<file path="config.mk">
export PLATFORM = sky130hd
export DESIGN_NAME = osnt_tstamp_inserter
export DESIGN_NICKNAME = d
export VERILOG_FILES = /design/src/rtl/osnt_pkg.sv /design/src/rtl/axis_skid_slice.sv /design/src/rtl/osnt_tstamp_inserter.sv
export SDC_FILE = /design/constraint.sdc
export NUM_CORES = 2
export LEC_CHECK = 0
export ABC_CLOCK_PERIOD_IN_PS = 41100
export BUFFER_PORTS_ARGS = -buffer_cell sky130_fd_sc_hd__buf_2
export CAP_MARGIN = 10
export CORE_AREA = 3 3 368 370
export CTS_CLUSTER_SIZE = 25
export DETAILED_ROUTE_END_ITERATION = 10
export DIE_AREA = 0 0 371 373
export GPL_TIMING_DRIVEN = 0
export SYNTH_ARGS = -nofsm -noshare
export SYNTH_HDL_FRONTEND = slang
export SYNTH_SLANG_ARGS = --single-unit
</file>
<file path="constraint.sdc">
create_clock -name axi_aclk -period 41.1 [get_ports axi_aclk]
set_input_delay 6.165 -clock axi_aclk [delete_from_list [all_inputs] [get_ports axi_aclk]]
set_output_delay 6.165 -clock axi_aclk [all_outputs]
set_load 0.05 [all_outputs]
</file>
<file path="src/rtl/osnt_pkg.sv">
// Shared widths and FSM encoding for the OSNT timestamp insertion path.
package osnt_pkg;

  localparam int AXIS_DATA_WIDTH_DEF  = 256;
  localparam int AXIS_TUSER_WIDTH_DEF = 128;
  localparam int TIMESTAMP_WIDTH_DEF  = 64;
  localparam int TS_TUSER_LSB_DEF     = 32;

  typedef enum logic {
    ST_SOF = 1'b0,
    ST_MID = 1'b1
  } pkt_state_e;

endpackage

</file>
<file path="src/rtl/axis_skid_slice.sv">
// One-deep registered AXI-Stream slice: output register plus a skid entry,
// with a registered ready so the upstream path is cut as well.
module axis_skid_slice #(
  parameter int WIDTH = 8
) (
  input  logic             clk_i,
  input  logic             rst_i,
  input  logic [WIDTH-1:0] s_data_i,
  input  logic             s_valid_i,
  output logic             s_ready_o,
  output logic [WIDTH-1:0] m_data_o,
  output logic             m_valid_o,
  input  logic             m_ready_i
);

  logic [WIDTH-1:0] out_q, out_d;
  logic [WIDTH-1:0] skid_q, skid_d;
  logic             out_vld_q, out_vld_d;
  logic             skid_full_q, skid_full_d;
  logic             rdy_q;
  logic             in_fire;

  assign in_fire = s_valid_i & rdy_q;

  // Skid only fills while the output is stalled; ready being !skid_full
  // guarantees no input arrives while the skid is being drained.
  always_comb begin
    out_d       = out_q;
    out_vld_d   = out_vld_q;
    skid_d      = skid_q;
    skid_full_d = skid_full_q;
    if (!out_vld_q || m_ready_i) begin
      if (skid_full_q) begin
        out_d       = skid_q;
        out_vld_d   = 1'b1;
        skid_full_d = 1'b0;
      end else if (in_fire) begin
        out_d     = s_data_i;
        out_vld_d = 1'b1;
      end else begin
        out_vld_d = 1'b0;
      end
    end else if (in_fire) begin
      skid_d      = s_data_i;
      skid_full_d = 1'b1;
    end
  end

  always_ff @(posedge clk_i or posedge rst_i) begin
    if (rst_i) begin
      out_q       <= '0;
      skid_q      <= '0;
      out_vld_q   <= 1'b0;
      skid_full_q <= 1'b0;
      rdy_q       <= 1'b0;
    end else begin
      out_q       <= out_d;
      skid_q      <= skid_d;
      out_vld_q   <= out_vld_d;
      skid_full_q <= skid_full_d;
      rdy_q       <= !skid_full_d;
    end
  end

  assign s_ready_o = rdy_q;
  assign m_data_o  = out_q;
  assign m_valid_o = out_vld_q;

endmodule

</file>
<file path="src/rtl/osnt_tstamp_inserter.sv">
// Stamps the first beat of each packet with the global timestamp (plus a
// fixed latency offset) and counts stamped packets.
module osnt_tstamp_inserter
  import osnt_pkg::*;
#(
  parameter int C_AXIS_DATA_WIDTH  = AXIS_DATA_WIDTH_DEF,
  parameter int C_AXIS_TUSER_WIDTH = AXIS_TUSER_WIDTH_DEF,
  parameter int TIMESTAMP_WIDTH    = TIMESTAMP_WIDTH_DEF,
  parameter int TS_TUSER_LSB       = TS_TUSER_LSB_DEF,
  parameter logic [TIMESTAMP_WIDTH-1:0] STAMP_OFFSET = '0
) (
  input  logic                            axi_aclk,
  input  logic                            axi_reset,
  input  logic [TIMESTAMP_WIDTH-1:0]      tstamp,
  input  logic                            stamp_en,
  input  logic                            pkt_cnt_clr,
  input  logic [C_AXIS_DATA_WIDTH-1:0]    s_axis_tdata,
  input  logic [C_AXIS_DATA_WIDTH/8-1:0]  s_axis_tstrb,
  input  logic [C_AXIS_TUSER_WIDTH-1:0]   s_axis_tuser,
  input  logic                            s_axis_tvalid,
  input  logic                            s_axis_tlast,
  output logic                            s_axis_tready,
  output logic [C_AXIS_DATA_WIDTH-1:0]    m_axis_tdata,
  output logic [C_AXIS_DATA_WIDTH/8-1:0]  m_axis_tstrb,
  output logic [C_AXIS_TUSER_WIDTH-1:0]   m_axis_tuser,
  output logic                            m_axis_tvalid,
  output logic                            m_axis_tlast,
  input  logic                            m_axis_tready,
  output logic [31:0]                     pkt_cnt
);

  localparam int STRB_W    = C_AXIS_DATA_WIDTH / 8;
  localparam int PAYLOAD_W = C_AXIS_DATA_WIDTH + STRB_W + C_AXIS_TUSER_WIDTH + 1;

  pkt_state_e                   state_q, state_d;
  logic                         in_fire;
  logic                         stamp_sel;
  logic [TIMESTAMP_WIDTH-1:0]   ts;
  logic [C_AXIS_TUSER_WIDTH-1:0] tuser_ins;
  logic [31:0]                  pkt_cnt_q, pkt_cnt_d;
  logic [PAYLOAD_W-1:0]         s_payload, m_payload;

  assign in_fire   = s_axis_tvalid & s_axis_tready;
  assign stamp_sel = (state_q == ST_SOF) & stamp_en;
  assign ts        = tstamp + STAMP_OFFSET;

  always_comb begin
    tuser_ins = s_axis_tuser;
    if (stamp_sel) begin
      tuser_ins[TS_TUSER_LSB +: TIMESTAMP_WIDTH] = ts;
    end
  end

  always_comb begin
    state_d = state_q;
    if (in_fire) begin
      state_d = s_axis_tlast ? ST_SOF : ST_MID;
    end
  end

  // Clear wins over a coincident increment.
  always_comb begin
    pkt_cnt_d = pkt_cnt_q;
    if (pkt_cnt_clr) begin
      pkt_cnt_d = '0;
    end else if (in_fire && stamp_sel) begin
      pkt_cnt_d = pkt_cnt_q + 32'd1;
    end
  end

  always_ff @(posedge axi_aclk or posedge axi_reset) begin
    if (axi_reset) begin
      state_q   <= ST_SOF;
      pkt_cnt_q <= '0;
    end else begin
      state_q   <= state_d;
      pkt_cnt_q <= pkt_cnt_d;
    end
  end

  assign s_payload = {s_axis_tdata, s_axis_tstrb, tuser_ins, s_axis_tlast};

  axis_skid_slice #(
    .WIDTH (PAYLOAD_W)
  ) u_slice (
    .clk_i     (axi_aclk),
    .rst_i     (axi_reset),
    .s_data_i  (s_payload),
    .s_valid_i (s_axis_tvalid),
    .s_ready_o (s_axis_tready),
    .m_data_o  (m_payload),
    .m_valid_o (m_axis_tvalid),
    .m_ready_i (m_axis_tready)
  );

  assign {m_axis_tdata, m_axis_tstrb, m_axis_tuser, m_axis_tlast} = m_payload;
  assign pkt_cnt = pkt_cnt_q;

endmodule
</file>
# Yosys cells after proc, flatten, opt, wreduce, memory -nomap -nowiden
# Index checks and enable logic that the tools add are counted.
[op_classes]
add_sub_neg = 1
n_mux = 10
bitwise_logic = 4
n_reduce_logical = 8
[ops]
columns = ["operator", "n"]
rows = [
  ["417-bit 2-to-1 mux", 2],
  ["32-bit 2-to-1 mux", 2],
  ["64-bit 2-to-1 mux", 1],
  ["32-bit by 1-bit adder with 32-bit output (second input constant)", 1],
  ["1-bit 2-to-1 mux", 5],
  ["2-bit AND reduction", 2],
  ["2-bit nonzero test", 2],
  ["1-bit bitwise AND", 2],
  ["1-bit zero test", 2],
  ["1-bit NOT", 2],
  ["1-bit logical AND", 1],
  ["1-bit logical OR", 1],
]
[word_totals]
register_bits = 870
inputBits = 487
output_inout_bits = 451
elab_cells = 30

# Depth between registers and ports, before layout
[depth]
depth_word = 5
depth_mapped = 9
mapped_depth_nobuf = 6

# By module
# From an unflattened synthesis, not the netlist that was laid out.
[unflattened]
cells_unflattened = 3012
hier_area_um2 = 38155.3
[modules_own_cells]
columns = ["module", "n_inst", "cells_per_inst", "area_each_um2", "seq_area_each_um2"]
rows = [
  ["axis_skid_slice", 1, 2747, 35506.6, 20945.1],
  ["osnt_tstamp_inserter", 1, 265, 2648.8, 825.8],
]

# Worst setup path before layout
# Ideal clock, no wire load.
[synth_path]
path_type = "input port to flip-flop"
startpoint = "input s_axis_tvalid"
endpoint = "register pkt_cnt_q[29], in the netlist pkt_cnt[29]"
setup_time_ps = 125
arrival_ps = 7275
required_time_ps = 40975
slack_ps = 33700
cell_stages = 5
n_path_buf = 0
path_cell_list = "and4b_2 o211ai_4 nor4_4 nand3_1 mux2_4"
[synth_between]
elab_chain_len = 3
[synth_lines]
columns = ["item", "line", "rtl"]
rows = [
  ["start: declaration", "osnt_tstamp_inserter.sv:20", "input logic s_axis_tvalid,"],
  ["1-bit bitwise AND", "osnt_tstamp_inserter.sv:43", "assign in_fire = s_axis_tvalid & s_axis_tready;"],
  ["1-bit logical AND", "osnt_tstamp_inserter.sv:66", "end else if (in_fire && stamp_sel) begin"],
  ["2-bit nonzero test (no source line)", "-", ""],
  ["end signal: assignment", "osnt_tstamp_inserter.sv:77", "pkt_cnt_q <= pkt_cnt_d;"],
  ["end: declaration", "osnt_tstamp_inserter.sv:40", "logic [31:0] pkt_cnt_q, pkt_cnt_d;"],
]
# No other way between the ends.
# A chain may end at the register's enable or synchronous reset.

# Worst setup path after layout
[layout_path]
startpoint = "input s_axis_tvalid"
endpoint = "register u_slice.out_q[407], in the netlist u_slice.m_data_o[407]"
[layout_between]
elab_chain_len = 3
[layout_lines]
columns = ["item", "line", "rtl"]
rows = [
  ["1-bit bitwise AND", "axis_skid_slice.sv:23", "assign in_fire = s_valid_i & rdy_q;"],
  ["2-bit nonzero test (no source line)", "-", ""],
  ["2-bit AND reduction (no source line)", "-", ""],
  ["end signal: assignment", "axis_skid_slice.sv:57", "out_q <= out_d;"],
  ["end: declaration", "axis_skid_slice.sv:16", "logic [WIDTH-1:0] out_q, out_d;"],
]
# No other way between the ends.

==> impl_metrics.py <==
metrics = {
    "status": {
        "run_status": "completed",
    },
    "routing": {
        "num_vias": 27900,
        "routed_wl_um": 130000,
        "postRouteAntennaNets": 0,
        "drt-met1-wl_um": 53000,
        "vias_per_cell": 4.66,
        "dr.pass1.iters": 5,
        "met2_wirelength_um": 61600,
        "route.detailed.drc": 0,
        "top_layer": "met5",
        "drtIter0Drc": 1465,
        "wl_per_cell_um": 21.6,
        "wl_met3_um": 10500,
    },
    "sta": {
        "slew_violations": 0,
        "min_period_over_period": 0.214,
        "slew_headroom": 0.210,
        "rsz0062_at_grt": "false",
        "period_minus_slack_ps": 8800,
        "setup_viol": 0,
        "clock-skew-final_ps": 27.0,
        "setup_tns_ps": 0,
        "hold_viol": 0,
        "worst_pin_slew_ps": 1180,
        "fmax_ghz": 0.114,
        "whs_ps": 472,
    },
    "clocking": {
        "clkLatencyLatePin_ps": 700,
        "ctsResizeCount": 0,
        "cts_tree": "built",
        "path_clk_slew_ps": 60,
        "clock-sinks": 870,
        "hold_buffers": 0,
        "ctsLongestPathBuffers": 3,
        "cts_setup_buffers": 0,
        "cts-root-buf": "clkbuf_16",
        "h-tree-depth": 3,
        "cts-buffers-inserted": 96,
    },
    "floorplan": {
        "row_count": 134,
        "ios": 938,
        "die_w_um": 371,
        "core_um2": 133000,
        "fp.dieH_um": 373,
        "dieArea_um2": 138000,
        "initial_core_util": 0.275,
    },
    "global_routing": {
        "grt_max_degree": 124,
        "grt_pass1_wl_um": 188000,
        "antenna_found_initial": 58,
        "grt_pass1_vias": 28500,
        "track_usage": 0.182,
        "grt_remaining_overflow": 0,
    },
    "worst_setup_path": {
        "crit_fanout": 10,
        "startpoint_type": "input pin",
        "critPathSlowestCell": "buf_2",
        "critPathTopFamily": "buffers and inverters",
        "crit_buf_inv": 5,
        "arrival_ps": 9390,
        "end_kind": "register",
        "slowest_delay_ps": 640,
        "cp.required_ps": 41690,
        "cp_cell_sequence": "buf_2 > nand2_1 > nand2b_1 > nand2_1 > buf_4 > buf_4 > buf_2 > buf_2 > nand2_1 > o21ai_0",
        "critical_path_class": "in -> reg",
    },
    "layout": {
        "mostFrequentLayoutCells": "buf_2, dfrtp_1, nand2_1",
        "layout_commonest_cell": "buf_2",
        "nets": 4616,
        "area_delta_synth_final_pct": 28.7,
        "layout-drive-gt1-share": 0.371,
    },
    "logic_synthesis": {
        "syn_nets": 3574,
        "ys_ff_latch": 870,
        "synth_top_area_frac": 0.596,
        "synthTopCellsByArea": "dfrtp_1, mux2i_1, mux2_2",
        "synth_cells": 3086,
        "synth_area_per_cell_um2": 11.8,
        "ys_warn_count": 0,
        "synth_top_cell_by_area": "dfrtp_1",
        "ys_seq_area_frac": 0.596,
        "yosysUniqueCellTypes": 35,
        "syn-cell-area_um2": 36500,
    },
    "worst_hold_path": {
        "hold_path_class": "reg -> reg",
    },
    "pwr": {
        "ir_drop_v": 0.0000492,
        "p_leak_nw": 22.1,
        "p_per_area_nw_per_um2": 66.2,
    },
    "place": {
        "io_buffers": 936,
        "gp_congestion": 0.855,
        "hpwl_um": 99100,
    },
    "run": {
        "cap_violations": 0,
    },
}
## state kept, by name (all words and copies together) (netlist names)
register             cells
state_q                  1
u_slice.s_ready_o        1
u_slice.skid_q         417
u_slice.m_valid_o        1
pkt_cnt                 32
u_slice.m_data_o       417
u_slice.skid_full_q      1
## Yosys cell counts
cell type,n
dfrtp_1,870
nand2_1,497
o21ai_0,487
mux2i_1,417
mux2_2,353
clkbuf_1,103
buf_2,95
nor2_1,91
a21oi_1,70
xnor2_1,17
buf_1,11
xor2_1,9
nand3_1,8
nor3_1,8
nand4_1,7
and3_1,6
nor4_1,5
or3_1,4
and4_1,3
buf_4,3
inv_1,3
nand2b_1,3
nor2b_1,3
buf_6,2
and4_4,1
and4b_2,1
ha_1,1
mux2_4,1
nand3_4,1
nor3b_1,1
nor4_4,1
o2111a_1,1
o2111ai_1,1
o211ai_1,1
o211ai_4,1
## path summary, 6_finish.rpt
| check | from | slack (ps) | to | depth (start not counted) |
|---|---|---|---|---|
| hold reg to reg | u_slice.m_data_o[399] | 470 | u_slice.m_data_o[399] | 2 |
| setup / recovery | s_axis_tvalid | 32300 | u_slice.m_data_o[407] | 10 |
| hold / removal | u_slice.m_data_o[399] | 470 | u_slice.m_data_o[399] | 2 |
| max in group asynchronous | axi_reset | 33140 | u_slice.m_data_o[50] | 5 |
| setup reg to reg | u_slice.skid_full_q | 37300 | u_slice.m_data_o[407] | 9 |
| min in group asynchronous | axi_reset | 5650 | u_slice.skid_q[191] | 2 |
## report_power, final
group          switching, mW  internal, mW
sequential             0.123          1.09
combinational          0.729         0.273
clock                  0.369         0.531
total                   1.22          1.89
## cells by family (layout without fill, tap and decap cells)
| kind of cell | Yosys count | count (layout) | share of synthesized area |
|---|---|---|---|
| xor+xnor | 26 | 26 | 0.00623 |
| fa+ha+maj | 1 | 1 | 0.000342 |
| other cells | 0 | 23 | 0 |
| mux | 771 | 771 | 0.223 |
| buf+inv | 217 | 1335 | 0.0263 |
| simple gates | 640 | 640 | 0.0700 |
| flops | 870 | 870 | 0.596 |
| compound gates | 561 | 561 | 0.0777 |
## metal layers
layer	up-vias	global-route usage
met5	-	0
met4	22	0.0619
met3	238	0.0573
met2	965	0.303
met1	13900	0.221
li1	12800	-
## worst register-to-register path: stages (launching register included)
cell and delay (ps):
dfrtp_1 360, buf_2 280, nand2b_1 240, nand2_1 530, buf_4 500, buf_4 370, buf_2 510, buf_2 660
nand2_1 180, o21ai_0 100
## per-stage QoR
step | setup WS (ps) | total power, mW | util | instances | cell area [um^2]
floorplan | 10480 | 1.91 | - | 3086 | 36500
global route | 32180 | 3.26 | 0.353 | 5983 | 47000
global placement | -141 | 2.22 | 0.327 | 5790 | 43400
CTS | 32140 | 3.15 | 0.353 | 5972 | 47000
detailed placement | 31370 | 2.24 | 0.328 | 5798 | 43600
finish | 32300 | 3.11 | 0.354 | 5995 | 47000
## cell type report
| type | count | area [um^2] |
|---|---|---|
| Sequential cell | 870 | 21800 |
| Multi-Input combinational cell | 1999 | 13800 |
| Inverter | 3 | 18.8 |
| Timing Repair Buffer | 944 | 4890 |
| Clock inverter | 28 | 428 |
| Tap cell | 1768 | 2210 |
| Antenna cell | 23 | 57.6 |
| Buffer | 214 | 952 |
| Fill cell | 13300 | 85900 |
| Clock buffer | 146 | 2890 |
Note: power is estimated with default switching activity, not from simulation.
